--- src/rtl/shift_sequencer_pkg.sv ---
`default_nettype none
// ============================================================================
//  Module      : shift_sequencer_pkg
//  Description : Shared encodings and helpers for the iterative ARM
//                shifter-operand unit: shift-op codes, FSM state codes,
//                step limits and the amount-to-step-count mapping.
//  Revision    : 1.0  initial release
// ============================================================================
package shift_sequencer_pkg;

    // Shift operation encodings (match the instruction's shift-type field)
    localparam logic [1:0] SH_LSL = 2'b00;
    localparam logic [1:0] SH_LSR = 2'b01;
    localparam logic [1:0] SH_ASR = 2'b10;
    localparam logic [1:0] SH_ROR = 2'b11;

    // Sequencer FSM state encodings
    localparam logic [1:0] ST_IDLE  = 2'b00;
    localparam logic [1:0] ST_SHIFT = 2'b01;
    localparam logic [1:0] ST_DONE  = 2'b10;

    // Longest logical shift: 32 steps empty the register, one more clears carry
    localparam logic [7:0] MAX_STEPS     = 8'd33;
    // Arithmetic shift saturates at 32: result and carry are then all sign
    localparam logic [7:0] ASR_MAX_STEPS = 8'd32;
    // A rotate by a multiple of 32 still takes a full revolution so that
    // carry ends up as bit 31
    localparam logic [7:0] ROR_FULL      = 8'd32;

    // Number of single-bit steps for effective op/amount. Clamping happens
    // here in 8 bits so the narrower step counter never sees a wrapped value.
    function automatic logic [7:0] step_count(input logic [1:0] op,
                                              input logic [7:0] amt);
        logic [7:0] n;
        n = amt;
        if (amt == 8'd0) begin
            n = 8'd0;
        end else begin
            case (op)
                SH_LSL, SH_LSR: n = (amt > MAX_STEPS) ? MAX_STEPS : amt;
                SH_ASR:         n = (amt > ASR_MAX_STEPS) ? ASR_MAX_STEPS : amt;
                SH_ROR:         n = (amt[4:0] == 5'd0) ? ROR_FULL : {3'b000, amt[4:0]};
                default:        n = amt;
            endcase
        end
        return n;
    endfunction

endpackage
`default_nettype wire

--- src/rtl/shift_sequencer_if.sv ---
`default_nettype none
// ============================================================================
//  Module      : shift_sequencer_if
//  Description : Request/response bundle for shift_sequencer.
//                Request side : in_valid/in_ready, op, imm_mode, rot_imm,
//                               amount, operand, carry_in
//                Response side: out_valid/out_ready, result, carry_out
//                Status       : busy
//                master = issuing/consuming logic, slave = the sequencer.
//  Revision    : 1.0  initial release
// ============================================================================
interface shift_sequencer_if #(
    parameter int WIDTH = 32
);
    logic             in_valid;
    logic             in_ready;
    logic [1:0]       op;
    logic             imm_mode;
    logic [3:0]       rot_imm;
    logic [7:0]       amount;
    logic [WIDTH-1:0] operand;
    logic             carry_in;
    logic             out_valid;
    logic             out_ready;
    logic [WIDTH-1:0] result;
    logic             carry_out;
    logic             busy;

    modport master (
        output in_valid, op, imm_mode, rot_imm, amount, operand, carry_in,
        output out_ready,
        input  in_ready, out_valid, result, carry_out, busy
    );

    modport slave (
        input  in_valid, op, imm_mode, rot_imm, amount, operand, carry_in,
        input  out_ready,
        output in_ready, out_valid, result, carry_out, busy
    );
endinterface
`default_nettype wire

--- src/rtl/shift_sequencer_shift_step.sv ---
`default_nettype none
// ============================================================================
//  Module      : shift_step
//  Description : Combinational single-bit shift step.
//                op      : shift type (LSL/LSR/ASR/ROR)
//                reg_in  : current shift register value
//                sign    : fill bit for ASR (sign of the original operand)
//                reg_out : value after one step
//                carry   : bit shifted out in this step
//  Revision    : 1.0  initial release
// ============================================================================
module shift_step
    import shift_sequencer_pkg::*;
#(
    parameter int WIDTH = 32
) (
    input  wire logic [1:0]       op,
    input  wire logic [WIDTH-1:0] reg_in,
    input  wire logic             sign,
    output logic      [WIDTH-1:0] reg_out,
    output logic                  carry
);

    always_comb begin
        reg_out = reg_in;
        carry   = 1'b0;
        case (op)
            SH_LSL: begin
                reg_out = {reg_in[WIDTH-2:0], 1'b0};
                carry   = reg_in[WIDTH-1];
            end
            SH_LSR: begin
                reg_out = {1'b0, reg_in[WIDTH-1:1]};
                carry   = reg_in[0];
            end
            SH_ASR: begin
                reg_out = {sign, reg_in[WIDTH-1:1]};
                carry   = reg_in[0];
            end
            SH_ROR: begin
                reg_out = {reg_in[0], reg_in[WIDTH-1:1]};
                carry   = reg_in[0];
            end
            default: begin
                reg_out = reg_in;
                carry   = 1'b0;
            end
        endcase
    end

endmodule
`default_nettype wire

--- src/rtl/shift_sequencer.sv ---
`default_nettype none
// ============================================================================
//  Module      : shift_sequencer
//  Description : Iterative ARM shifter-operand unit, one bit per clock.
//                Performs LSL/LSR/ASR/ROR by a register amount, or the
//                immediate form (8-bit value ROR by 2*rot_imm), producing
//                result and shifter carry-out behind valid/ready handshakes.
//                clk   : rising-edge clock
//                reset : synchronous, active-high
//                bus   : shift_sequencer_if.slave (request, response, busy)
//  Revision    : 1.0  initial release
// ============================================================================
module shift_sequencer
    import shift_sequencer_pkg::*;
#(
    parameter int WIDTH = 32,
    parameter int CNT_W = 6
) (
    input  wire logic          clk,
    input  wire logic          reset,
    shift_sequencer_if.slave   bus
);

    logic [1:0]       r_state;
    logic [1:0]       w_next_state;
    logic [CNT_W-1:0] r_count;
    logic [WIDTH-1:0] r_shift;
    logic             r_carry;
    logic             r_sign;
    logic [1:0]       r_op;

    logic             w_in_ready;
    logic             w_out_valid;
    logic             w_busy;
    logic             w_accept;
    logic             w_last_step;

    logic [WIDTH-1:0] w_eff_operand;
    logic [1:0]       w_eff_op;
    logic [7:0]       w_eff_amount;
    logic [7:0]       w_steps8;
    logic [CNT_W-1:0] w_steps;

    logic [WIDTH-1:0] w_step_reg;
    logic             w_step_carry;

    // Immediate form is an 8-bit value rotated right by twice the field
    assign w_eff_operand = bus.imm_mode ? {{(WIDTH-8){1'b0}}, bus.operand[7:0]}
                                        : bus.operand;
    assign w_eff_op      = bus.imm_mode ? SH_ROR : bus.op;
    assign w_eff_amount  = bus.imm_mode ? {3'b000, bus.rot_imm, 1'b0} : bus.amount;
    assign w_steps8      = step_count(w_eff_op, w_eff_amount);
    assign w_steps       = CNT_W'(w_steps8);

    assign w_accept    = bus.in_valid && w_in_ready;
    assign w_last_step = (r_count == {{(CNT_W-1){1'b0}}, 1'b1});

    shift_step #(
        .WIDTH (WIDTH)
    ) u_shift_step (
        .op      (r_op),
        .reg_in  (r_shift),
        .sign    (r_sign),
        .reg_out (w_step_reg),
        .carry   (w_step_carry)
    );

    // ---------------- FSM: state register ----------------
    always_ff @(posedge clk) begin
        if (reset) begin
            r_state <= ST_IDLE;
        end else begin
            r_state <= w_next_state;
        end
    end

    // ---------------- FSM: next-state logic ----------------
    always_comb begin
        w_next_state = r_state;
        case (r_state)
            ST_IDLE: begin
                if (w_accept) begin
                    // Zero-step requests already hold their answer after load
                    w_next_state = (w_steps == '0) ? ST_DONE : ST_SHIFT;
                end
            end
            ST_SHIFT: begin
                if (w_last_step) begin
                    w_next_state = ST_DONE;
                end
            end
            ST_DONE: begin
                if (bus.out_ready) begin
                    w_next_state = ST_IDLE;
                end
            end
            default: w_next_state = ST_IDLE;
        endcase
    end

    // ---------------- FSM: outputs ----------------
    always_comb begin
        w_in_ready  = 1'b0;
        w_out_valid = 1'b0;
        w_busy      = 1'b0;
        case (r_state)
            ST_IDLE:  w_in_ready  = 1'b1;
            ST_SHIFT: w_busy      = 1'b1;
            ST_DONE: begin
                w_out_valid = 1'b1;
                w_busy      = 1'b1;
            end
            default: begin
                w_in_ready  = 1'b0;
                w_out_valid = 1'b0;
                w_busy      = 1'b0;
            end
        endcase
    end

    // ---------------- Datapath: load on accept, step while shifting -------
    always_ff @(posedge clk) begin
        if (reset) begin
            r_shift <= '0;
            r_carry <= 1'b0;
            r_sign  <= 1'b0;
            r_op    <= SH_LSL;
            r_count <= '0;
        end else if (w_accept) begin
            r_shift <= w_eff_operand;
            r_carry <= bus.carry_in;
            r_sign  <= w_eff_operand[WIDTH-1];
            r_op    <= w_eff_op;
            r_count <= w_steps;
        end else if (r_state == ST_SHIFT) begin
            r_shift <= w_step_reg;
            r_carry <= w_step_carry;
            r_count <= r_count - 1'b1;
        end
    end

    assign bus.in_ready  = w_in_ready;
    assign bus.out_valid = w_out_valid;
    assign bus.busy      = w_busy;
    assign bus.result    = r_shift;
    assign bus.carry_out = r_carry;

endmodule
`default_nettype wire

--- src/flat_wrapper.sv ---
// flat-port wrapper written by rule: the top's interface ports become plain ports
module shift_sequencer_flat import shift_sequencer_pkg::*;
#(
    parameter int WIDTH = 32,
    parameter int CNT_W = 6
)
  (clk, reset, bus_in_valid, bus_op, bus_imm_mode, bus_rot_imm, bus_amount, bus_operand, bus_carry_in, bus_out_ready, bus_in_ready, bus_out_valid, bus_result, bus_carry_out, bus_busy);
  shift_sequencer_if #(.WIDTH(WIDTH)) bus_i ();
  input  wire logic clk;
  input  wire logic reset;
  input wire logic [$bits(bus_i.in_valid)-1:0] bus_in_valid;
  input wire logic [$bits(bus_i.op)-1:0] bus_op;
  input wire logic [$bits(bus_i.imm_mode)-1:0] bus_imm_mode;
  input wire logic [$bits(bus_i.rot_imm)-1:0] bus_rot_imm;
  input wire logic [$bits(bus_i.amount)-1:0] bus_amount;
  input wire logic [$bits(bus_i.operand)-1:0] bus_operand;
  input wire logic [$bits(bus_i.carry_in)-1:0] bus_carry_in;
  input wire logic [$bits(bus_i.out_ready)-1:0] bus_out_ready;
  output wire logic [$bits(bus_i.in_ready)-1:0] bus_in_ready;
  output wire logic [$bits(bus_i.out_valid)-1:0] bus_out_valid;
  output wire logic [$bits(bus_i.result)-1:0] bus_result;
  output wire logic [$bits(bus_i.carry_out)-1:0] bus_carry_out;
  output wire logic [$bits(bus_i.busy)-1:0] bus_busy;
  assign bus_i.in_valid = bus_in_valid;
  assign bus_i.op = bus_op;
  assign bus_i.imm_mode = bus_imm_mode;
  assign bus_i.rot_imm = bus_rot_imm;
  assign bus_i.amount = bus_amount;
  assign bus_i.operand = bus_operand;
  assign bus_i.carry_in = bus_carry_in;
  assign bus_i.out_ready = bus_out_ready;
  assign bus_in_ready = bus_i.in_ready;
  assign bus_out_valid = bus_i.out_valid;
  assign bus_result = bus_i.result;
  assign bus_carry_out = bus_i.carry_out;
  assign bus_busy = bus_i.busy;
  shift_sequencer #(.WIDTH(WIDTH), .CNT_W(CNT_W)) u_core (.clk(clk), .reset(reset), .bus(bus_i));
endmodule
--- config.mk ---
export PLATFORM = sky130hd
export DESIGN_NAME = shift_sequencer_flat
export DESIGN_NICKNAME = d
export VERILOG_FILES = /design/src/rtl/shift_sequencer_pkg.sv /design/src/rtl/shift_sequencer_if.sv /design/src/rtl/shift_sequencer_shift_step.sv /design/src/rtl/shift_sequencer.sv /design/src/flat_wrapper.sv
export SDC_FILE = /design/constraint.sdc
export NUM_CORES = 1
export LEC_CHECK = 0
export BUFFER_PORTS_ARGS = -buffer_cell sky130_fd_sc_hd__buf_2
export CORE_MARGIN = 2
export CORE_UTILIZATION = 30
export DETAILED_ROUTE_END_ITERATION = 8
export GPL_TIMING_DRIVEN = 0
export HOLD_SLACK_MARGIN = 0.15
export PLACE_DENSITY = 0.57
export SYNTH_ARGS = -nofsm -noshare
export SYNTH_HDL_FRONTEND = slang
export SYNTH_SLANG_ARGS = --single-unit
--- constraint.sdc ---
create_clock -name clk -period 1.9 [get_ports clk]
set_clock_uncertainty 0.2 [all_clocks]
set_input_delay 0.285 -clock clk [delete_from_list [all_inputs] [get_ports clk]]
set_output_delay 0.285 -clock clk [all_outputs]
set_load 0.02 [all_outputs]
After elaboration in Yosys (flattened, before gate mapping)
Cells that the tools add are included.

storage, ports and cells
  input bits = 52
  bits in registers = 44

operators by class
  equal/unequal tests = 12
  order comparisons = 2
  reductions and logical operators = 12
  muxes and demuxes = 24
  add/sub/neg operators = 1

operators with widths
  cell                                                                   count
  32-bit one-hot mux with 4 select lines                                 1
  32-bit two-way mux                                                     3
  6-bit two-way mux                                                      6
  6-bit one-hot mux with 3 select lines                                  1
  8-bit by 6-bit > comparator with 1-bit output (second input constant)  2
  2-bit == test (second input constant)                                  5
  2-bit two-way mux                                                      5
  8-bit logical NOT                                                      1
  8-bit two-way mux                                                      1
  2-bit by 1-bit == test with 1-bit output (second input constant)       3
  6-bit by 1-bit == test with 1-bit output (second input constant)       1
  2-bit logical NOT                                                      3
  6-bit logical NOT                                                      1
  2-bit one-hot mux with 3 select lines                                  1
  6-bit by 1-bit subtractor with 6-bit output (second input constant)    1
  5-bit logical NOT                                                      1
  1-bit two-way mux                                                      5
  2-bit by 1-bit != test with 1-bit output (second input constant)       2
  2-bit OR reduction                                                     2
  3-bit AND reduction                                                    1
  3-bit OR reduction                                                     1
  2-bit != test (second input constant)                                  1
  1-bit one-hot mux with 2 select lines                                  1
  2-bit nonzero test                                                     1
  1-bit logical AND                                                      1

Logic depth before layout (Yosys ltp)
Gate-level depths: netlist of the first run.

  word-level depth = 9
  mapped depth = 8
  mapped depth without buffers = 7

By module
From an unflattened synthesis of the first run, not the netlist that was laid out.

second synthesis, totals
  cells, all modules = 317
  area total of the unflattened synthesis = 2842.7 um^2

modules (own cells, without submodules)
  module           cells an instance  area each (um^2)  times used
  shift_sequencer  278                2414.8            1
  shift_step       39                 427.9             1

Worst setup path before layout of the first run
OpenSTA, ideal clock, no wires.

  path kind = register to register
  from = reg u_core.r_state[0]
  to = reg u_core.r_shift[5], in the netlist u_core.bus.result[5]
  slack = 84 ps
  cell stages (with the launch flop) = 9
  data required time = 1572 ps
  arrival = 1489 ps
  setup time = 128 ps
  path through = dfxtp_1 -> inv_1 -> ha_1 -> and2_1 -> buf_2 -> clkbuf_1 -> a311oi_1 -> a21oi_1 -> nor2_1

on the way
  word-level cells in the longest chain between the ends = 4
  elaborated cells between the ends (all ways) = 6
  classes of those cells = eq/ne: 1; mux: 2; reduce/logical: 3

ends and longest elaborated chain
  item                                                             RTL line                text
  from (decl)                                                      shift_sequencer.sv:24   logic [1:0] r_state;
  from (signal assigned)                                           shift_sequencer.sv:73   r_state <= w_next_state;
  2-bit logical NOT (*)                                            shift_sequencer.sv:106  case (r_state)
  1-bit two-way mux (*)                                            shift_sequencer.sv:106
  via bus_in_ready                                                 flat_wrapper.sv:19      output wire logic [$bits(bus_i.in_ready)-1:0] bus_in_ready;
  1-bit logical AND (*)                                            shift_sequencer.sv:55   assign w_accept = bus.in_valid && w_in_ready;
  32-bit two-way mux / 2-bit nonzero test (equally long branches)  n/a
  to (signal assigned)                                             shift_sequencer.sv:130  r_shift <= w_eff_operand;
  to (signal assigned)                                             shift_sequencer.sv:136  r_shift <= w_step_reg;
  to (decl)                                                        shift_sequencer.sv:27   logic [WIDTH-1:0] r_shift;

The timed path passes the listed nets; every way through them passes the cells marked *.
A chain may end at the register's enable or synchronous reset.

Final worst setup path of the first run
  from = reg u_core.r_state[0]
  to = reg u_core.r_shift[7], in the netlist u_core.bus.result[7]

on the way
  word-level cells in the longest chain between the ends = 4
  elaborated cells between the ends (all ways) = 6
  classes of those cells = eq/ne: 1; mux: 2; reduce/logical: 3

ends and longest elaborated chain
  item                                                             RTL line
  2-bit logical NOT                                                shift_sequencer.sv:106
  1-bit two-way mux                                                shift_sequencer.sv:106
  1-bit logical AND                                                shift_sequencer.sv:55
  32-bit two-way mux / 2-bit nonzero test (equally long branches)  n/a

Several ways; a longest one is shown, not always the timed one.

==> out/results.tsv, run 1 <==
metric	value	unit
CP Launch Type	flop	
Hold WC Path Type	in2reg	
Post-route DRC	0	
crit path DAT	1.80	ns
Worst VDD drop	0.293	mV
number of synthesized flops with an enable pin	0	
area leader, netlist	dfxtp_1	
vias in the first global route	3024	
core box area	8810	sq um
Placed Cells incl. Taps	565	
Leakage	1.46	nW
largest net degree at the start of global routing	13	
Least-Margin Pin Slew	0.529	ns
Root Driver	clkbuf_8	
initial antenna violation count	0	
power per cell area	757	nW/um^2
final WL	8700	um
min cycle time layout	1.77	ns
Slew headroom	64.8	%
final setup margin	0.129	ns
share of cells above drive strength 1	25.7	%
CTS Sinks	44	
GR Overflow Total	0	
DR vias	3163	
Yosys cell types	44	
largest cells by area after synthesis	dfxtp_1, o211ai_1, a21oi_1	
drt first pass iters	4	
Crit Path Max Fanout	10	
Max clock buf depth	2	
Via density	5.22	
max-cap violations	0	
antenna fix cells	0	
clk slew on worst S/H paths	0.08	ns
Synth Area per Inst	7.41	sq um
cts bufs inserted	5	
die area	9950	sq um
CP peak stage delay	0.35	ns
Pins Over Slew Limit	0	
synth-to-layout area growth	38.2	%
fin util	43.2	%
status	completed	
Nets	554	
first-pass GRT wire length	14500	um
H-tree Lvls	2	
critical path endpoint category	flop	
cells along the critical path	inv_1 -> ha_2 -> and2_1 -> clkbuf_4 -> buf_4 -> a311oi_1 -> a21oi_1 -> nor2_1	
#FFs+latches synth	44	
postcts setup bufs	0	
reg-to-reg startpoint	u_core.r_state[0]$_SDFFE_PP0P_	
io pins	88	
die width	99.7	um
dpl ws	-0.130	ns
routed length per instance	14.4	um
Setup CP Type	reg2reg	
Skew-Pair Late Insertion Delay	0.30	ns
post-synth net total	428	
Worst Setup SP	u_core.r_state[0]$_SDFFE_PP0P_	
CTS tree	done	
RSZ-0062 raised after global routing	false	
chip height	99.7	um
Starting DRT DRC Count	139	
endpoints failing hold	0	
FMAX	565	MHz
placed cell area	3310	sq um
WHS	0.167	ns
Worst path slowest cell	dfxtp_2	
setup tns final	0	ns
crit share post-route	93.2	%
share of the synthesized area in the top cell type	32.0	%
Port Buffers	86	
Hold Crit Start	reset	
main flop type after synthesis	dfxtp_1	
fillcell total	910	
Synth top cells by count	dfxtp_1, nand2_1, a21oi_1	
post-route insts no fill	606	
Initial Utilization	31.2	%
Yosys warning total	0	
Final ANT Viol Nets	0	
Req. time, crit path	1.93	ns
GP Congestion	0.836	
ys async rst share	0	%
Post-Syn Area	2750	sq um
GRT Resource Usage Total	17.9	%
register area share after synthesis	32.0	%
Detail Placement HPWL	6440	um
post-route cell area	3800	sq um
Setup Viol. Count Final	0	
total power	2.88	mW
Post-Syn Instances	371	
row cnt	34	
worst paths after layout:
path	end	slack, ns	cells past startpoint
hold / removal	u_core.r_count[0]$_SDFFE_PP0P_	0.17	4
hold reg to reg	u_core.r_sign$_SDFFE_PP0P_	0.26	2
setup / recovery	u_core.bus.result[7]$_SDFFE_PP0P_	0.13	8
setup reg to reg	u_core.bus.result[7]$_SDFFE_PP0P_	0.13	8
layout by cell type, fill, tap and decap left out, types with 6 or more instances in the layout:
| master | n |
|---|---|
| a21oi_1 | 38 |
| buf_2 | 93 |
| clkbuf_1 | 14 |
| clkbuf_4 | 8 |
| clkbuf_8 | 6 |
| dfxtp_1 | 42 |
| dlygate4sd3_1 | 33 |
| inv_1 | 6 |
| nand2_1 | 44 |
| nand2b_1 | 6 |
| nand3_1 | 24 |
| nand3b_1 | 25 |
| nor2_1 | 27 |
| o211ai_1 | 26 |
| o21ai_0 | 26 |
| o21ai_1 | 9 |
| o22ai_1 | 7 |
critical path, delay by kind of cell (launching register included):
kind | cells | cell delay, ns
AOI/OAI and AO/OA | 2 | 0.28
adders and majority gates | 1 | 0.20
buffers and inverters | 3 | 0.44
DFF | 1 | 0.35
and+or+nand+nor | 2 | 0.23
registers in the layout, summed over array words and instances, names as in the netlist:
signal	flops
u_core.r_sign	1
u_core.r_count	6
u_core.r_op	2
u_core.bus.carry_out	1
u_core.bus.result	32
u_core.r_state	2
layout make-up:
class / instances / area (sq um) / area share [%]
buffer: 35 / 190 / 5.00
inverter: 6 / 22.5 / 0.593
sequential: 44 / 883 / 23.2
tap: 108 / 135 / 3.56
clock buffer: 8 / 90.1 / 2.37
multi-input combinational: 286 / 1720 / 45.2
timing repair buffer: 119 / 761 / 20.0
power breakdown:
| part | internal (mW) | switching, mW |
|---|---|---|
| registers | 1.03 | 0.114 |
| logic | 0.453 | 0.655 |
| clock network | 0.297 | 0.320 |
| total | 1.79 | 1.09 |
cells by family (layout without fill, tap and decap cells):
kind of cell,count (synthesis),in the layout,share of synthesized area (%)
flip-flops,44,44,32.0
XOR/XNOR,5,5,1.59
AND/OR/NAND/NOR,144,144,27.2
AO/OA/AOI/OAI,130,130,29.9
adder cells (fa/ha/maj),5,5,2.28
multiplexers,2,2,0.774
buffers and inverters,41,168,6.24
layer usage:
layer  share of wire [%]  GRT usage [%]  vias up  routed length (um)
met1                  48           23.8     1481                4160
met2                  47           29.7       70                4060
li1                    -              -     1607                   -
met5                   0              0        -                   0
met3                 4.6           2.81        5                 396
met4                0.97           5.37        0                  84
what timing repair did:
item	4_1_cts	5_1_grt
hold buffers	33	0
resized for setup	6	35
endpoints found under the setup margin	40	39
gates cloned	0	0
hold endpoints to repair	34	0
Power figures use the tool's default switching activity.
==> run 2, diff against run 1 <==
--- a/config.mk
+++ b/config.mk
@@ -7,11 +7,11 @@
 export LEC_CHECK = 0
 export BUFFER_PORTS_ARGS = -buffer_cell sky130_fd_sc_hd__buf_2
 export CORE_MARGIN = 2
-export CORE_UTILIZATION = 30
+export CORE_UTILIZATION = 51
 export DETAILED_ROUTE_END_ITERATION = 8
 export GPL_TIMING_DRIVEN = 0
 export HOLD_SLACK_MARGIN = 0.15
-export PLACE_DENSITY = 0.57
+export PLACE_DENSITY = 0.8
 export SYNTH_ARGS = -nofsm -noshare
 export SYNTH_HDL_FRONTEND = slang
 export SYNTH_SLANG_ARGS = --single-unit
==> run 2 against run 1 <==
Effect of this change:
- sequential share of layout area up 0.27 points
- final area is 1.4% lower
- final cell count decreased by 6.3%
- largest power group unchanged
- critical path type unchanged
==> out/results.tsv, run 2 (synthesis results as in run 1) <==
metric	value	unit
cts bufs inserted	5	
Port Buffers	86	
Least-Margin Pin Slew	0.542	ns
GRT Resource Usage Total	27.7	%
CTS Sinks	44	
Final ANT Viol Nets	0	
CP peak stage delay	0.37	ns
final WL	8330	um
drt first pass iters	5	
Slew headroom	63.9	%
clk slew on worst S/H paths	0.09	ns
Leakage	1.46	nW
met3 usage in global routing	4.77	%
cells along the critical path	inv_1 -> ha_1 -> and2_1 -> buf_2 -> buf_4 -> a311oi_1 -> a21oi_1 -> nor2_1	
Setup Viol. Count Final	0	
crit share post-route	95.0	%
CTS tree	done	
Req. time, crit path	1.94	ns
Max clock buf depth	2	
antenna fix cells	0	
Logic pwr share	36.9	%
area occupied by multi-input gates	1700	sq um
row cnt	26	
crit path DAT	1.84	ns
first-pass GRT wire length	13800	um
Worst VDD drop	0.459	mV
fillcell total	430	
Via density	5.89	
Skew-Pair Late Insertion Delay	0.30	ns
most frequent cells in the layout	buf_2, nand2_1, dfxtp_1, a21oi_1, dlygate4sd3_1	
met2 usage	45.0	%
Detail Placement HPWL	5720	um
Root Driver	clkbuf_8	
Register Area	881	sq um
die area	5990	sq um
GP Congestion	0.844	
Sw Pwr	1.10	mW
vias in the first global route	2990	
clock power share	24.4	%
Initial Utilization	53.5	%
Post-route DRC	0	
DR vias	3345	
cell-internal power	1.87	mW
Sw Ratio	37.0	%
GR Layer Usage met1	36.8	%
routed length per instance	14.7	um
max-cap violations	0	
share of cells above drive strength 1	25.1	%
Worst path slowest cell	dfxtp_1	
Reg power frac	38.8	%
min cycle time layout	1.81	ns
core box area	5140	sq um
FMAX	554	MHz
die width	77.4	um
endpoints failing hold	0	
chip height	77.4	um
Setup CP Type	reg2reg	
power per cell area	791	nW/um^2
Hold WC Path Type	in2reg	
CP Launch Type	flop	
status	completed	
layer with the highest usage	met2	
final setup margin	0.0948	ns
synth-to-layout area growth	36.3	%
most common cell after layout, fill and taps aside	buf_2	
WHS	0.168	ns
Nets	554	
Crit Path Max Fanout	10	
GR Overflow Total	0	
postcts setup bufs	0	
max reg flops	32	
H-tree Lvls	2	
critical path endpoint category	flop	
initial antenna violation count	0	
dpl ws	-0.0735	ns
Starting DRT DRC Count	241	
Pins Over Slew Limit	0	
io pins	88	
largest net degree at the start of global routing	15	
==> run 2: cell types whose count changed in the layout (fill, tap and decap cells not counted), sizes merged <==
| cell | delta |
|---|---|
| clkinvlp | +1 |
| bufinv | +1 |
| clkinv | +1 |
| clkbuf | -3 |
==> run 2: cell type report <==
class	instances	area share, %
multi-input cells	286	45.5
flip-flops and latches	44	23.5
repair buffers	119	20.3
plain buffers	35	4.81
well taps	70	2.34
clock buffers	5	1.84
clock inverters	3	1.14
inverters	6	0.601
==> run 2: path summary, 6_finish.rpt <==
path | startpoint | endpoint | slack [ns] | cells past startpoint
hold / removal | reset | u_core.r_count[0]$_SDFFE_PP0P_ | 0.17 | 4
setup reg to reg | u_core.r_state[0]$_SDFFE_PP0P_ | u_core.bus.result[5]$_SDFFE_PP0P_ | 0.09 | 8
hold reg to reg | u_core.r_sign$_SDFFE_PP0P_ | u_core.r_sign$_SDFFE_PP0P_ | 0.27 | 2
setup / recovery | u_core.r_state[0]$_SDFFE_PP0P_ | u_core.bus.result[5]$_SDFFE_PP0P_ | 0.09 | 8
==> run 2: stage by stage <==
stage	TNS (ns)	power, mW	instances	instance area (sq um)	utilization [%]
2_1_floorplan	0	1.85	371	2750	-
3_3_place_gp	-0.752	2.14	527	3270	63.6
3_5_place_dp	-1.13	2.16	527	3270	63.6
4_1_cts	0	2.93	568	3720	72.3
5_1_grt	-0.00741	3.14	568	3750	72.9
6_report	0	2.96	568	3750	72.9
==> run 2: timing repair <==
item                       CTS  global route
setup endpoints to repair   31            35
resized for setup            6            22
hold endpoints to repair    34             0
hold buffers                33             0
==> run 2: worst max-delay path: cells and delay by family, from the launching register on <==
family | cells | cell delay (ns)
buffers and inverters | 3 | 0.45
flip-flops | 1 | 0.37
AO/OA/AOI/OAI | 2 | 0.27
adder cells (fa/ha/maj) | 1 | 0.23
AND/OR/NAND/NOR | 2 | 0.23
==> run 2: power by group through the flow <==
stage                     Clock [mW]  Sequential [mW]  Combinational, mW
after CTS                      0.730             1.14               1.06
after floorplan                    0             1.24              0.612
after global placement             0             1.16              0.981
after detailed placement           0             1.16               1.00
after global routing           0.774             1.16               1.21
final                          0.723             1.15               1.09
==> run 2: routing by layer <==
layer	vias up	wire length, um
met5	-	0
met4	0	219
met3	24	622
met2	177	3790
met1	1532	3700
li1	1612	-
==> run 3, diff against run 2 <==
--- a/config.mk
+++ b/config.mk
@@ -7,11 +7,12 @@
 export LEC_CHECK = 0
 export BUFFER_PORTS_ARGS = -buffer_cell sky130_fd_sc_hd__buf_2
 export CORE_MARGIN = 2
-export CORE_UTILIZATION = 51
+export CORE_UTILIZATION = 52
 export DETAILED_ROUTE_END_ITERATION = 8
 export GPL_TIMING_DRIVEN = 0
 export HOLD_SLACK_MARGIN = 0.15
-export PLACE_DENSITY = 0.8
+export PLACE_DENSITY = 0.81
 export SYNTH_ARGS = -nofsm -noshare
 export SYNTH_HDL_FRONTEND = slang
+export SYNTH_HIERARCHICAL = 1
 export SYNTH_SLANG_ARGS = --single-unit
==> run 3 against run 2 <==
Effect of this change:
- the run now ends with setup timing left
- worst setup slack worse by 0.16 ns
- maximum frequency shrank 8.3%
- highest routed layer unchanged
- largest power group unchanged
- clock power fell by 22%
- synthesized area rose by 3.4%
- worst hold slack got worse by 0.0034 ns
- first-iteration DRC count down 34%
- non-clock buffer count is 27 lower
==> out/results.tsv, run 3 <==
metric	value	unit
Hold WC Path Type	in2reg	
final setup margin	-0.0688	ns
status	complete, but fails checks	
Yosys warning total	6	
area leader, netlist	dfxtp_1	
reg-to-reg startpoint	u_core/r_op[0]$_SDFFE_PP0P_	
cts bufs inserted	5	
Crit Path Max Fanout	7	
Port Buffers	87	
GP Congestion	0.817	
failing checks	setup timing	
H-tree Lvls	2	
CP Launch Type	flop	
WHS	0.164	ns
Max clock buf depth	2	
Synth Area per Inst	8.97	sq um
critical path endpoint category	flop	
crit path DAT	1.94	ns
GRT Resource Usage Total	24.4	%
Initial Utilization	54.6	%
largest cells by area after synthesis	dfxtp_1, mux2_2, nor3b_1	
CTS tree	done	
dpl ws	-0.355	ns
chip height	77.9	um
Worst VDD drop	0.646	mV
final WL	8480	um
Hold Crit Start	reset	
GR Overflow Total	0	
number of synthesized flops with an enable pin	0	
min cycle time layout	1.97	ns
Synth top cells by count	mux2_2, dfxtp_1, nor2_1	
routed length per instance	17.1	um
Via density	5.74	
Post-Syn Instances	317	
largest net degree at the start of global routing	13	
post-synth net total	374	
initial antenna violation count	0	
total power	2.74	mW
die area	6070	sq um
Worst Setup SP	u_core/r_op[0]$_SDFFE_PP0P_	
Leakage	1.71	nW
FMAX	508	MHz
fin util	74.4	%
RSZ-0062 raised after global routing	true	
setup tns final	-0.260	ns
max reg flops	32	
#FFs+latches synth	44	
first-pass GRT wire length	12100	um
ys async rst share	0	%
endpoints failing hold	0	
Setup Viol. Count Final	12	
row cnt	26	
vias in the first global route	2532	
Detail Placement HPWL	5300	um
most frequent cells in the layout	buf_2, nor2_1, dfxtp_1, mux2_2, mux2_4	
Post-route DRC	0	
Nets	484	
max-cap violations	0	
power per cell area	707	nW/um^2
Setup CP Type	reg2reg	
CTS Sinks	44	
most common cell after layout, fill and taps aside	buf_2	
Post-Syn Area	2840	sq um
share of cells above drive strength 1	50.4	%
io pins	88	
antenna fix cells	0	
die width	77.9	um
drt first pass iters	4	
share of the synthesized area in the top cell type	31.0	%
core box area	5200	sq um
register area share after synthesis	31.0	%
DR vias	2853	
Slew headroom	63.0	%
most numerous cell in the Yosys netlist	mux2_2	
clk slew on worst S/H paths	0.08	ns
Req. time, crit path	1.87	ns
Yosys cell types	42	
main flop type after synthesis	dfxtp_1	
crit share post-route	104	%
Skew-Pair Late Insertion Delay	0.29	ns
Least-Margin Pin Slew	0.554	ns
Final ANT Viol Nets	0	
Starting DRT DRC Count	160	
Root Driver	clkbuf_8	
Pins Over Slew Limit	0	
synth-to-layout area growth	36.2	%
[run 3: final timing paths]
| kind | end | slack (ns) | cells after the start |
|---|---|---|---|
| setup / recovery | u_core/bus.result[30]$_SDFFE_PP0P_ | -0.07 | 6 |
| hold / removal | u_core/r_count[2]$_SDFFE_PP0P_ | 0.16 | 4 |
| setup reg to reg | u_core/bus.result[30]$_SDFFE_PP0P_ | -0.07 | 6 |
| hold reg to reg | u_core/r_sign$_SDFFE_PP0P_ | 0.30 | 2 |
[run 3: metal layers]
metal / up-vias / global-route usage, % / part of all wire [%] / routed length (um)
met5: - / 0 / 0 / 0
met4: 0 / 5.61 / 1.2 / 102
met3: 10 / 3.37 / 5.3 / 452
met2: 104 / 39.3 / 50 / 4200
met1: 1362 / 34.6 / 44 / 3720
li1: 1377 / - / - / -
[run 3: what timing repair did]
item / in CTS / in global routing
buffers inserted: 4 / 3
pin swaps: 1 / 18
endpoints found under the setup margin: 44 / 43
gates resized for setup: 15 / 76
hold endpoints to repair: 9 / 0
cloned: 1 / 0
hold buffers: 9 / 0
[run 3: cell type report]
class                   instances  area (sq um)
multi-input cells             241          2030
fillers                       373          1330
flip-flops and latches         44           887
repair buffers                104           593
plain buffers                  23           163
well taps                      70          87.6
clock buffers                   6          72.6
inverters                       8          30.0
clock inverters                 1          5.00
[run 3: power breakdown]
group / switching [mW] / leakage (nW) / internal, mW
clock: 0.315 / 0.0410 / 0.251
combinational: 0.556 / 1.31 / 0.519
sequential: 0.0886 / 0.362 / 1.01
[run 3: through the flow]
stage          instances  cell area (sq um)
2_1_floorplan        317               2850
3_3_place_gp         474               3370
3_5_place_dp         474               3370
4_1_cts              494               3600
5_1_grt              497               3870
6_report             497               3870
[run 3: critical path, stage by stage (launching register included)]
cell	delay [ns]
dfxtp_4	0.37
nor2_4	0.25
buf_8	0.17
mux2_2	0.33
mux2_2	0.29
a21oi_2	0.17
nor2_1	0.05
[run 3: cell families after synthesis]
logic type | count (synthesis) | synth area share (%)
compound gates | 65 | 14.6
flops | 44 | 31.0
fa+ha+maj | 5 | 2.20
buf+inv | 32 | 5.28
xor+xnor | 5 | 1.54
mux | 68 | 26.7
simple gates | 98 | 18.7
